==> config.mk <==
export PLATFORM = sky130hd
export DESIGN_NAME = lpupf_pwr_ctrl_flat
export DESIGN_NICKNAME = d
export VERILOG_FILES = /design/src/rtl/lpupf_pwr_ctrl_if.sv /design/src/rtl/lpupf_pwr_ctrl.sv /design/src/flat_wrapper.sv
export SDC_FILE = /design/constraint.sdc
export NUM_CORES = 1
export LEC_CHECK = 0
export ABC_AREA = 1
export ABC_CLOCK_PERIOD_IN_PS = 3850
export CAP_MARGIN = 40
export CORE_MARGIN = 2
export CORE_UTILIZATION = 45
export CTS_CLUSTER_DIAMETER = 30
export DETAILED_ROUTE_END_ITERATION = 10
export GPL_TIMING_DRIVEN = 0
export PLACE_DENSITY_LB_ADDON = 0.08
export SLEW_MARGIN = 20
export SYNTH_ARGS = -nofsm -noshare
export SYNTH_HDL_FRONTEND = slang
export SYNTH_SLANG_ARGS = --single-unit
==> constraint.sdc <==
create_clock -name clk_upf -period 3.85 [get_ports clk_upf]
set_input_delay 0.9625 -clock clk_upf [delete_from_list [all_inputs] [get_ports clk_upf]]
set_output_delay 0.9625 -clock clk_upf [all_outputs]
set_load 0.005 [all_outputs]
==> src/rtl/lpupf_pwr_ctrl_if.sv <==
// lpupf_pwr_ctrl_if: request handshake between a power-policy master and the power controller
interface lpupf_pwr_ctrl_if;
    logic       req_valid;
    logic       req_ready;
    logic [2:0] req_dom;
    logic       req_on;
    modport master (output req_valid, req_dom, req_on, input req_ready);
    modport slave (input req_valid, req_dom, req_on, output req_ready);
endinterface

==> src/rtl/lpupf_pwr_ctrl.sv <==
// lpupf_pwr_ctrl: one-domain-at-a-time switch/isolation sequencer for five domains; LPUPF_TIMEOUT_EN adds a fail-safe power-ack timeout
module lpupf_pwr_ctrl #(
    parameter int ISO_DLY = 4,
    parameter int ACK_TO  = 16
) (
    input  logic            clk_upf,
    input  logic            rst_n_upf,
    lpupf_pwr_ctrl_if.slave req,
    input  logic [4:0]      pwr_ack,
    output logic            ctrl_a,
    output logic            ctrl_b,
    output logic            ctrl_c,
    output logic            ctrl_d,
    output logic            ctrl_e,
    output logic            Isola,
    output logic            Isolb,
    output logic            Isolc,
    output logic            Isold,
    output logic            Isole,
    output logic            ISO,
    output logic [4:0]      pwr_state,
    output logic            busy,
    output logic            done,
    output logic            err
);
    typedef enum logic [2:0] {IDLE, ISO_SET, ISO_WAIT, SW_OFF, SW_ON, ACK_WAIT, DEISO_WAIT, ISO_CLR} state_t;
    localparam logic [7:0] ISO_CNT = 8'(ISO_DLY);
    localparam logic [7:0] ACK_CNT = 8'(ACK_TO);
    state_t     state, state_n;
    logic [4:0] ctrl, ctrl_n, isol, isol_n, ps, ps_n, sel, req_sel;
    logic [7:0] cnt, cnt_n;
    logic [2:0] dom, dom_n;
    logic       on, on_n, done_n, err_n, live, idle, ack_hit;
    assign idle = state == IDLE;
    assign req.req_ready = live & idle;
    assign busy = live & ~idle;
    assign sel = 5'b1 << dom;
    assign req_sel = 5'b1 << req.req_dom;
    assign ack_hit = (|(pwr_ack & sel)) == on;
    assign {ctrl_e, ctrl_d, ctrl_c, ctrl_b, ctrl_a} = ctrl;
    assign {Isole, Isold, Isolc, Isolb, Isola} = isol;
    assign ISO = |isol;
    assign pwr_state = ps;
    // sequence decode: next state plus next value of every registered output
    always_comb begin
        state_n = state;
        ctrl_n = ctrl;
        isol_n = isol;
        ps_n = ps;
        dom_n = dom;
        on_n = on;
        cnt_n = cnt == 8'd0 ? 8'd0 : cnt - 8'd1;
        done_n = 1'b0;
        err_n = 1'b0;
        case (state)
            IDLE: if (req.req_valid && req.req_ready) begin
                if (req.req_dom > 3'd4) err_n = 1'b1;
                else if ((|(ps & req_sel)) == req.req_on) done_n = 1'b1;
                else begin
                    dom_n = req.req_dom;
                    on_n = req.req_on;
                    state_n = req.req_on ? SW_ON : ISO_SET;
                    ctrl_n = req.req_on ? ctrl | req_sel : ctrl;
                    isol_n = req.req_on ? isol | req_sel : isol;
                end
            end
            ISO_SET: begin
                isol_n = isol | sel;
                cnt_n = ISO_CNT;
                state_n = ISO_WAIT;
            end
            ISO_WAIT: if (cnt == 8'd1) begin
                ctrl_n = ctrl & ~sel;
                state_n = SW_OFF;
            end
            SW_OFF, SW_ON: begin
                cnt_n = ACK_CNT;
                state_n = ACK_WAIT;
            end
            ACK_WAIT: begin
                if (ack_hit) begin
                    ps_n = on ? ps | sel : ps & ~sel;
                    state_n = on ? DEISO_WAIT : IDLE;
                    done_n = ~on;
                    if (on) cnt_n = ISO_CNT;
                end
`ifdef LPUPF_TIMEOUT_EN
                else if (cnt == 8'd1) begin
                    isol_n = isol | sel;
                    ctrl_n = ctrl & ~sel;
                    ps_n = ps & ~sel;
                    err_n = 1'b1;
                    state_n = IDLE;
                end
`endif
            end
            DEISO_WAIT: if (cnt == 8'd1) begin
                isol_n = isol & ~sel;
                state_n = ISO_CLR;
            end
            ISO_CLR: begin
                done_n = 1'b1;
                state_n = IDLE;
            end
        endcase
    end
    // state and output registers; reset leaves every domain powered and unclamped
    always_ff @(posedge clk_upf or negedge rst_n_upf) begin
        if (!rst_n_upf) begin
            state <= IDLE;
            ctrl <= '1;
            isol <= '0;
            ps <= '1;
            cnt <= '0;
            dom <= '0;
            on <= 1'b1;
            done <= 1'b0;
            err <= 1'b0;
            live <= 1'b0;
        end else begin
            state <= state_n;
            ctrl <= ctrl_n;
            isol <= isol_n;
            ps <= ps_n;
            cnt <= cnt_n;
            dom <= dom_n;
            on <= on_n;
            done <= done_n;
            err <= err_n;
            live <= 1'b1;
        end
    end
endmodule
==> src/flat_wrapper.sv <==
// flat-port wrapper written by rule: the top's interface ports become plain ports
module lpupf_pwr_ctrl_flat 
#(
    parameter int ISO_DLY = 4,
    parameter int ACK_TO  = 16
)
  (clk_upf, rst_n_upf, pwr_ack, ctrl_a, ctrl_b, ctrl_c, ctrl_d, ctrl_e, Isola, Isolb, Isolc, Isold, Isole, ISO, pwr_state, busy, done, err, req_req_valid, req_req_dom, req_req_on, req_req_ready);
  lpupf_pwr_ctrl_if req_i ();
  input  logic clk_upf;
  input  logic rst_n_upf;
  input  logic [4:0] pwr_ack;
  output logic ctrl_a;
  output logic ctrl_b;
  output logic ctrl_c;
  output logic ctrl_d;
  output logic ctrl_e;
  output logic Isola;
  output logic Isolb;
  output logic Isolc;
  output logic Isold;
  output logic Isole;
  output logic ISO;
  output logic [4:0] pwr_state;
  output logic busy;
  output logic done;
  output logic err;
  input wire logic [$bits(req_i.req_valid)-1:0] req_req_valid;
  input wire logic [$bits(req_i.req_dom)-1:0] req_req_dom;
  input wire logic [$bits(req_i.req_on)-1:0] req_req_on;
  output wire logic [$bits(req_i.req_ready)-1:0] req_req_ready;
  assign req_i.req_valid = req_req_valid;
  assign req_i.req_dom = req_req_dom;
  assign req_i.req_on = req_req_on;
  assign req_req_ready = req_i.req_ready;
  lpupf_pwr_ctrl #(.ISO_DLY(ISO_DLY), .ACK_TO(ACK_TO)) u_core (.clk_upf(clk_upf), .rst_n_upf(rst_n_upf), .req(req_i), .pwr_ack(pwr_ack), .ctrl_a(ctrl_a), .ctrl_b(ctrl_b), .ctrl_c(ctrl_c), .ctrl_d(ctrl_d), .ctrl_e(ctrl_e), .Isola(Isola), .Isolb(Isolb), .Isolc(Isolc), .Isold(Isold), .Isole(Isole), .ISO(ISO), .pwr_state(pwr_state), .busy(busy), .done(done), .err(err));
endmodule
==> impl_metrics.yaml, run 1 <==
job:
  maxCapViolations: 0
worst_setup_path:
  r2r-start: "u_core.dom[0]$_DFFE_PN0P_"
  crit_path_end_kind: "register"
  required_ps: 4050
  r2r_slack_ps: 1390
  critPathKind: "in -> reg"
  cp_max_fo: 10
  crit_start: "pwr_ack[3]"
  crit_path_start_kind: "input port"
  arrival_ps: 3000
  r2r_cells: 9
drt:
  antenna_left: 0
  avgRoutedWirePerCell_um: 13.9
  drc_errors: 0
  via_per_inst: 5.40
  vias: 1875
  drt_iter0_drc: 166
  dr.pass1.iters: 4
  drt_wl_total_mm: 4.83
placement:
  place.gp.congestion: 0.918
  dp_hpwl_mm: 3.77
  place_ws_ps: 768
  placed_area_um2: 2430
  io_buffers: 30
  place_inst: 339
global_route:
  grt_overflow: 0
  grt_pass1_vias: 1791
  grt_max_degree: 21
  antenna_found_initial: 0
  track_usage: 0.205
  grt_pass1_wl_mm: 8.26
synthesis:
  synth.net_count: 272
  yosysWarnings: 0
  synth_top_area_share: 0.270
  synth_seq_cells: 33
  yosysSeqAreaShare: 0.412
  synthTopCellsByArea: "dfrtp_1, dfstp_2, nand2_1"
  synth.avg_cell_area_um2: 7.96
  ys.flop_type: "dfrtp_1"
  synth_edf_count: 0
  syn_area_um2: 2040
  synthArstFlopShare: 1.00
  synth_cell_types: 36
  netlist_instances: 256
  yosys.area.top_type: "dfrtp_1"
power_and_ir_drop:
  p_switching_uw: 951
  peakVddDrop_v: 0.000371
  p_leak_uw: 0.00119
  power_frac_comb: 0.565
  seq_power_share: 0.316
  powerDensity_nw_per_um2: 850
  internal_power_uw: 1180
  switching_share: 0.446
  total_power_uw: 2130
  p_clk_frac: 0.119
timing:
  worst_pin_slew_ps: 616
  setup_viol: 0
  fmax_mhz: 358
  maxSlewViolCount: 0
  fin_tns_setup_ps: 0
  slew-limit-headroom: 0.587
  hold_viol_final: 0
  rsz0062_at_grt: "false"
  fin_crit_ps: 2790
  skew_ps: 8.28
  fin_ws_ps: 1060
  fin_crit_sh: 0.725
finish:
  fin_nets: 310
  seqCellArea_um2: 840
  drive_gt1_frac: 0.139
  mostFrequentLayoutCell: "nand2_1"
  design_area_um2: 2510
  multi_input_area_um2: 1050
  area_delta_synth_final_pct: 23.0
  finalNonFillerCells: 347
  antenna_cells: 0
  final_cell_mix: "nand2_1, inv_1, clkdlybuf4s50_1"
  fillers: 430
clock_tree:
  holdBufCountCts: 0
  clockBufferDepth: 2
  clk_pin_slew_ps: 70
  cts_buffers: 5
  cts-root-buf: "clkbuf_8"
  clock_sinks: 33
  cts_setup_buffers: 0
  cts_resized: 0
  tritoncts: "done"
  htreeDepth: 2
  clk-insertion-delay-late_ps: 290
floorplan:
  die_w_um: 71.3
  fp.coreArea_um2: 4350
  core.rowCount: 24
  die_area_um2: 5080
  initial_core_util: 0.468
  num_io_pins: 32
  die_h_um: 71.3
min_path:
  hold_path.class: "reg -> reg"
run_status:
  status: "completed"
how the worst min path moves through the flow:
stage / startpoint / end / depth (start not counted) / slack (ps)
2_1_floorplan: u_core.cnt[0]$_DFF_PN0_ / u_core.cnt[0]$_DFF_PN0_ / 1 / 430
3_3_place_gp: u_core.cnt[0]$_DFF_PN0_ / u_core.cnt[0]$_DFF_PN0_ / 1 / 450
3_5_place_dp: u_core.cnt[0]$_DFF_PN0_ / u_core.cnt[0]$_DFF_PN0_ / 1 / 470
4_1_cts: u_core.cnt[0]$_DFF_PN0_ / u_core.cnt[0]$_DFF_PN0_ / 1 / 480
5_1_grt: u_core.cnt[0]$_DFF_PN0_ / u_core.cnt[0]$_DFF_PN0_ / 1 / 500
6_report: u_core.cnt[0]$_DFF_PN0_ / u_core.cnt[0]$_DFF_PN0_ / 1 / 480
routing by layer:
metal	global-route usage	routed length, um	share of wire	vias to the layer above
li1	-	-	-	942
met1	0.300	2350	0.49	861
met2	0.308	2090	0.43	63
met3	0.0366	309	0.064	9
met4	0.0671	85	0.018	0
met5	0	0	0	-
cells in the mapped netlist (3+ instances only):
| library cell | instances |
|---|---|
| nor3_1 | 6 |
| nand3_2 | 3 |
| a31oi_1 | 6 |
| o21ai_0 | 21 |
| ha_1 | 4 |
| inv_1 | 29 |
| xor2_1 | 5 |
| a21oi_1 | 19 |
| o21ai_2 | 3 |
| nand4_1 | 13 |
| nor2_1 | 20 |
| dfstp_2 | 11 |
| dfrtp_1 | 22 |
| nand2_1 | 51 |
| nand3_1 | 15 |
metrics by stage:
step | util | hold WS, ps
3_3_place_gp | 0.552 | 452
5_1_grt | 0.576 | 499
2_1_floorplan | - | 432
4_1_cts | 0.576 | 478
3_5_place_dp | 0.557 | 468
6_report | 0.576 | 476
power by group through the flow:
stage	Clock, uW	Sequential, uW	Combinational, uW
global route	272	697	1360
finish	254	674	1200
floorplan	0	654	819
detailed placement	0	678	1200
global placement	0	673	1180
CTS	257	673	1210
layout make-up:
class | count | area share
multi-input combinational | 188 | 0.418
timing repair buffer | 31 | 0.129
tap | 52 | 0.0259
clock buffer | 7 | 0.0304
sequential | 33 | 0.335
clock inverter | 1 | 0.00200
buffer | 3 | 0.0120
inverter | 32 | 0.0479
critical path, stage by stage:
cell and delay [ps]:
clkdlybuf4s50_1 400, a22o_1 230, a211oi_1 250, ha_1 320, nor3_2 530, a21oi_1 130
a31oi_1 180
logic make-up (layout without fill, tap and decap cells):
| kind of cell | count (synthesis) | after routing | synth area share |
|---|---|---|---|
| AOI/OAI and AO/OA | 58 | 58 | 0.165 |
| DFF | 33 | 33 | 0.412 |
| other | 1 | 1 | 0.00184 |
| adders and majority gates | 4 | 4 | 0.0246 |
| buffers and inverters | 35 | 74 | 0.0737 |
| xor gates and xnor gates | 5 | 5 | 0.0215 |
| and+or+nand+nor | 120 | 120 | 0.302 |
Power figures use the tool's default switching activity.
==> inputs of run 2 (changes only) <==
Settings changed: ABC_CLOCK_PERIOD_IN_PS 3850 to 2300.
Clock period 3.85 ns to 2.3 ns, I/O delays scaled along.
==> impl_metrics.yaml, run 2 (synthesized netlist as in run 1, its figures left out) <==
run_status:
  status: "completed"
placement:
  place_inst: 339
  io_buffers: 30
  dp_hpwl_mm: 3.77
  place.gp.congestion: 0.918
finish:
  fillers: 429
  fin_nets: 313
  mostFrequentLayoutCell: "nand2_1"
  area_delta_synth_final_pct: 25.5
  antenna_cells: 0
  drive_gt1_frac: 0.171
  final_cell_mix: "nand2_1, clkdlybuf4s50_1, inv_1"
  finalNonFillerCells: 350
floorplan:
  die_w_um: 71.3
  die_h_um: 71.3
  initial_core_util: 0.468
  fp.coreArea_um2: 4350
  num_io_pins: 32
  die_area_um2: 5080
  core.rowCount: 24
global_route:
  grt_max_degree: 21
  track_usage: 0.206
  grt_overflow: 0
  antenna_found_initial: 0
  grt_pass1_wl_mm: 8.31
  grt_pass1_vias: 1797
power_and_ir_drop:
  p_leak_uw: 0.00121
  powerDensity_nw_per_um2: 1430
  peakVddDrop_v: 0.000582
timing:
  maxSlewViolCount: 0
  hold_slack_ps: 190
  setup_viol: 0
  fin_crit_ps: 2230
  skew_ps: 6.60
  hold_viol_final: 0
  fin_crit_sh: 0.967
  fin_tns_setup_ps: 0
  fmax_mhz: 449
job:
  maxCapViolations: 0
clock_tree:
  clock_sinks: 33
  clk-insertion-delay-late_ps: 280
  htreeDepth: 2
  tritoncts: "done"
  cts_buffers: 5
  clk_pin_slew_ps: 70
  cts-root-buf: "clkbuf_8"
  holdBufCountCts: 0
  clockBufferDepth: 2
worst_setup_path:
  crit_path_end_kind: "output pin"
  cp_max_fo: 6
  critPathKind: "reg -> out"
  arrival_ps: 1650
  required_ps: 1730
  crit_path_start_kind: "register"
min_path:
  hold_path.class: "in -> async"
drt:
  dr.pass1.iters: 4
  vias: 1875
  avgRoutedWirePerCell_um: 14.1
  antenna_left: 0
  drt_iter0_drc: 162
  drt_wl_total_mm: 4.92
  via_per_inst: 5.36
  drc_errors: 0
[run 2: metrics by stage]
step	utilization	setup WS [ps]	instance area, um2	power (uW)
floorplan	-	305	2040	2470
global placement	0.552	-384	2400	3100
detailed placement	0.557	-395	2430	3150
CTS	0.578	2.10	2520	3610
global route	0.588	-14.2	2560	4000
finish	0.588	74.9	2560	3660
[run 2: final timing paths]
kind / startpoint / endpoint / slack, ps / depth (start not counted)
worst max-delay path: u_core.state[1]$_DFFE_PN0P_ / req_req_ready / 70 / 4
worst min-delay path: rst_n_upf / u_core.cnt[5]$_DFF_PN0_ / 190 / 1
worst max register to register: u_core.dom[0]$_DFFE_PN0P_ / u_core.cnt[4]$_DFF_PN0_ / 110 / 10
worst min register to register: u_core.cnt[0]$_DFF_PN0_ / u_core.cnt[0]$_DFF_PN0_ / 470 / 1
max in group asynchronous: rst_n_upf / asynchronous set/reset pin / 1610 / 2
min in group clk_upf: u_core.cnt[0]$_DFF_PN0_ / u_core.cnt[0]$_DFF_PN0_ / 470 / 1
[run 2: layer usage]
layer / track usage / share of wire / vias up
met2: 0.309 / 0.45 / 56
met3: 0.0366 / 0.051 / 7
li1: - / - / 946
met4: 0.0671 / 0.015 / 0
met5: 0 / 0 / -
met1: 0.302 / 0.49 / 866
[run 2: repair_timing]
action                     4_1_cts  5_1_grt
setup endpoints to repair       12       16
setup buffers                    0        3
gates resized for setup          3        8
pin swaps                        1        3
[run 2: worst max-delay path: stages (launching register included)]
cell             delay (ps)
dfrtp_1                 470
nor2_4                  190
nand2_4                 100
nor2_8                  100
clkdlybuf4s50_1         500
[run 2: power by group]
group          switching [uW]  internal [uW]  total, uW
Clock                     208            212        420
Combinational            1200            899       2100
Sequential                237            902       1140
Total                    1640           2010       3660
[run 2: final cells by class]
type / count / area (um2) / area share
clock inverters: 1 / 5.00 / 0.00196
flip-flops and latches: 33 / 840 / 0.328
clock buffers: 7 / 76.3 / 0.0298
inverters: 32 / 123 / 0.0479
plain buffers: 3 / 30.0 / 0.0117
repair buffers: 34 / 343 / 0.134
multi-input cells: 188 / 1080 / 0.421
well taps: 52 / 65.1 / 0.0254
==> inputs of run 3 (changes only) <==
Settings changed: CELL_PAD_IN_SITES_DETAIL_PLACEMENT from default to 1, CELL_PAD_IN_SITES_GLOBAL_PLACEMENT from default to 1, CORE_UTILIZATION 45 to 36.
==> impl_metrics.yaml, run 3 (synthesized netlist as in run 1, its figures left out) <==
finish:
  fin_nets: 312
  multi_input_area_um2: 1110
  area_delta_synth_final_pct: 29.0
  fillers: 681
  final_cell_mix: "nand2_1, clkdlybuf4s50_1, inv_1"
  drive_gt1_frac: 0.175
  mostFrequentLayoutCell: "nand2_1"
  antenna_cells: 0
  seqCellArea_um2: 840
worst_setup_path:
  path_buf_inv: 2
  critPathKind: "reg -> reg"
  arrival_ps: 2420
  cp_max_fo: 4
  r2r_slack_ps: 60
  cp_top_family: "compound AO/OA/AOI/OAI gates"
  crit_path_end_kind: "register"
  crit_path_start_kind: "register"
  required_ps: 2480
  r2r-end: "u_core.state[1]$_DFFE_PN0P_"
  r2r-start: "u_core.dom[0]$_DFFE_PN0P_"
  path_common_cell: "nand2_1"
  cp_cell_sequence: "buf_4, nand3_2, inv_1, a22o_1, a211oi_4, ha_4, nand2_1, o21a_1, nand3_2, nand2_1, nand2_1"
  cp_slowest_cell: "dfrtp_1"
  cpPeakStageDelay_ps: 420
  cp.depth: 11
  crit_start: "u_core.dom[0]$_DFFE_PN0P_"
  r2r_cells: 11
  cp-endpoint: "u_core.state[1]$_DFFE_PN0P_"
clock_tree:
  tritoncts: "done"
  htreeDepth: 2
  clockBufferDepth: 2
  cts_buffers: 5
  clk-insertion-delay-late_ps: 290
  cts-root-buf: "clkbuf_8"
  clock_sinks: 33
  clk_pin_slew_ps: 70
drt:
  drc_errors: 0
  antenna_left: 0
  avgRoutedWirePerCell_um: 15.5
  drt_iter0_drc: 87
  dr.pass1.iters: 4
  drt_wl_total_mm: 5.71
  via_per_inst: 5.09
  vias: 1878
global_route:
  grt_pass1_wl_mm: 9.53
  grt_pass1_vias: 1863
  grt_max_degree: 23
  antenna_found_initial: 0
  track_usage: 0.197
  grt_overflow: 0
power_and_ir_drop:
  total_power_uw: 3860
  peakVddDrop_v: 0.000596
  powerDensity_nw_per_um2: 1470
  p_leak_uw: 0.00121
timing:
  fmax_mhz: 446
  skew_ps: 6.37
  maxSlewViolCount: 0
  fin_crit_sh: 0.975
  hold_viol_final: 0
  rsz0062_at_grt: "true"
  fin_crit_ps: 2240
  fin_tns_setup_ps: 0
  setup_viol: 0
floorplan:
  initial_core_util: 0.372
  fp.coreArea_um2: 5470
  core.rowCount: 27
  num_io_pins: 32
  die_h_um: 79.2
  die_w_um: 79.2
  die_area_um2: 6280
run_status:
  status: "completed"
placement:
  io_buffers: 30
  place.gp.congestion: 0.774
  dp_hpwl_mm: 4.41
min_path:
  hold_path.class: "in -> async"
job:
  maxCapViolations: 0
## run 3: worst reg2reg max path: stages (launching register included)
cell      delay [ps]
dfrtp_1          420
buf_4            150
nand3_2          120
inv_1             90
a22o_1           250
a211oi_4         310
ha_4             280
nand2_1           90
o21a_1           210
nand3_2          110
nand2_1           70
nand2_1           50
## run 3: power by group
group	total [uW]	switching (uW)	internal [uW]	leakage, uW
clock network	466	222	244	0.0000455
registers	1140	236	902	0.000395
logic	2250	1290	958	0.000774
## run 3: metrics by stage
stage	utilization	area (um2)	hold slack [ps]	cells	worst slack (ps)
3_3_place_gp	0.444	2430	450	358	-443
4_1_cts	0.467	2550	179	367	17.8
3_5_place_dp	0.448	2450	475	359	-487
2_1_floorplan	-	2040	279	256	305
6_report	0.480	2630	176	369	57.7
5_1_grt	0.480	2630	188	369	-30.4
## run 3: layer usage
metal / global-route usage / wire length [um] / part of all wire / up-vias
met5: 0 / 0 / 0 / -
met4: 0.0690 / 92 / 0.016 / 0
met3: 0.0364 / 191 / 0.033 / 9
met2: 0.280 / 2480 / 0.43 / 39
met1: 0.297 / 2950 / 0.52 / 884
li1: - / - / - / 946
## run 3: what timing repair did
item                                    CTS  global route
hold buffers                              0             0
pin swaps                                 1             5
gates resized for setup                   4            10
endpoints found under the setup margin   12            17
buffers inserted                          0             2
## run 3: worst min-delay path by stage
| stage | to | cells after the start | from | slack [ps] |
|---|---|---|---|---|
| floorplan | u_core.cnt[0]$_DFF_PN0_ | 0 | rst_n_upf | 280 |
| global placement | u_core.cnt[0]$_DFF_PN0_ | 1 | u_core.cnt[0]$_DFF_PN0_ | 450 |
| detailed placement | u_core.cnt[0]$_DFF_PN0_ | 1 | u_core.cnt[0]$_DFF_PN0_ | 470 |
| CTS | u_core.cnt[6]$_DFF_PN0_ | 1 | rst_n_upf | 180 |
| global route | u_core.cnt[6]$_DFF_PN0_ | 1 | rst_n_upf | 190 |
| finish | u_core.isol[0]$_DFFE_PN0P_ | 1 | rst_n_upf | 180 |
## run 3: area by class of cell
type / instances / share of cell area
Timing Repair Buffer: 33 / 0.133
Multi-Input combinational cell: 188 / 0.421
Inverter: 32 / 0.0466
Buffer: 3 / 0.0114
Clock buffer: 8 / 0.0343
Sequential cell: 33 / 0.319
Tap cell: 72 / 0.0343
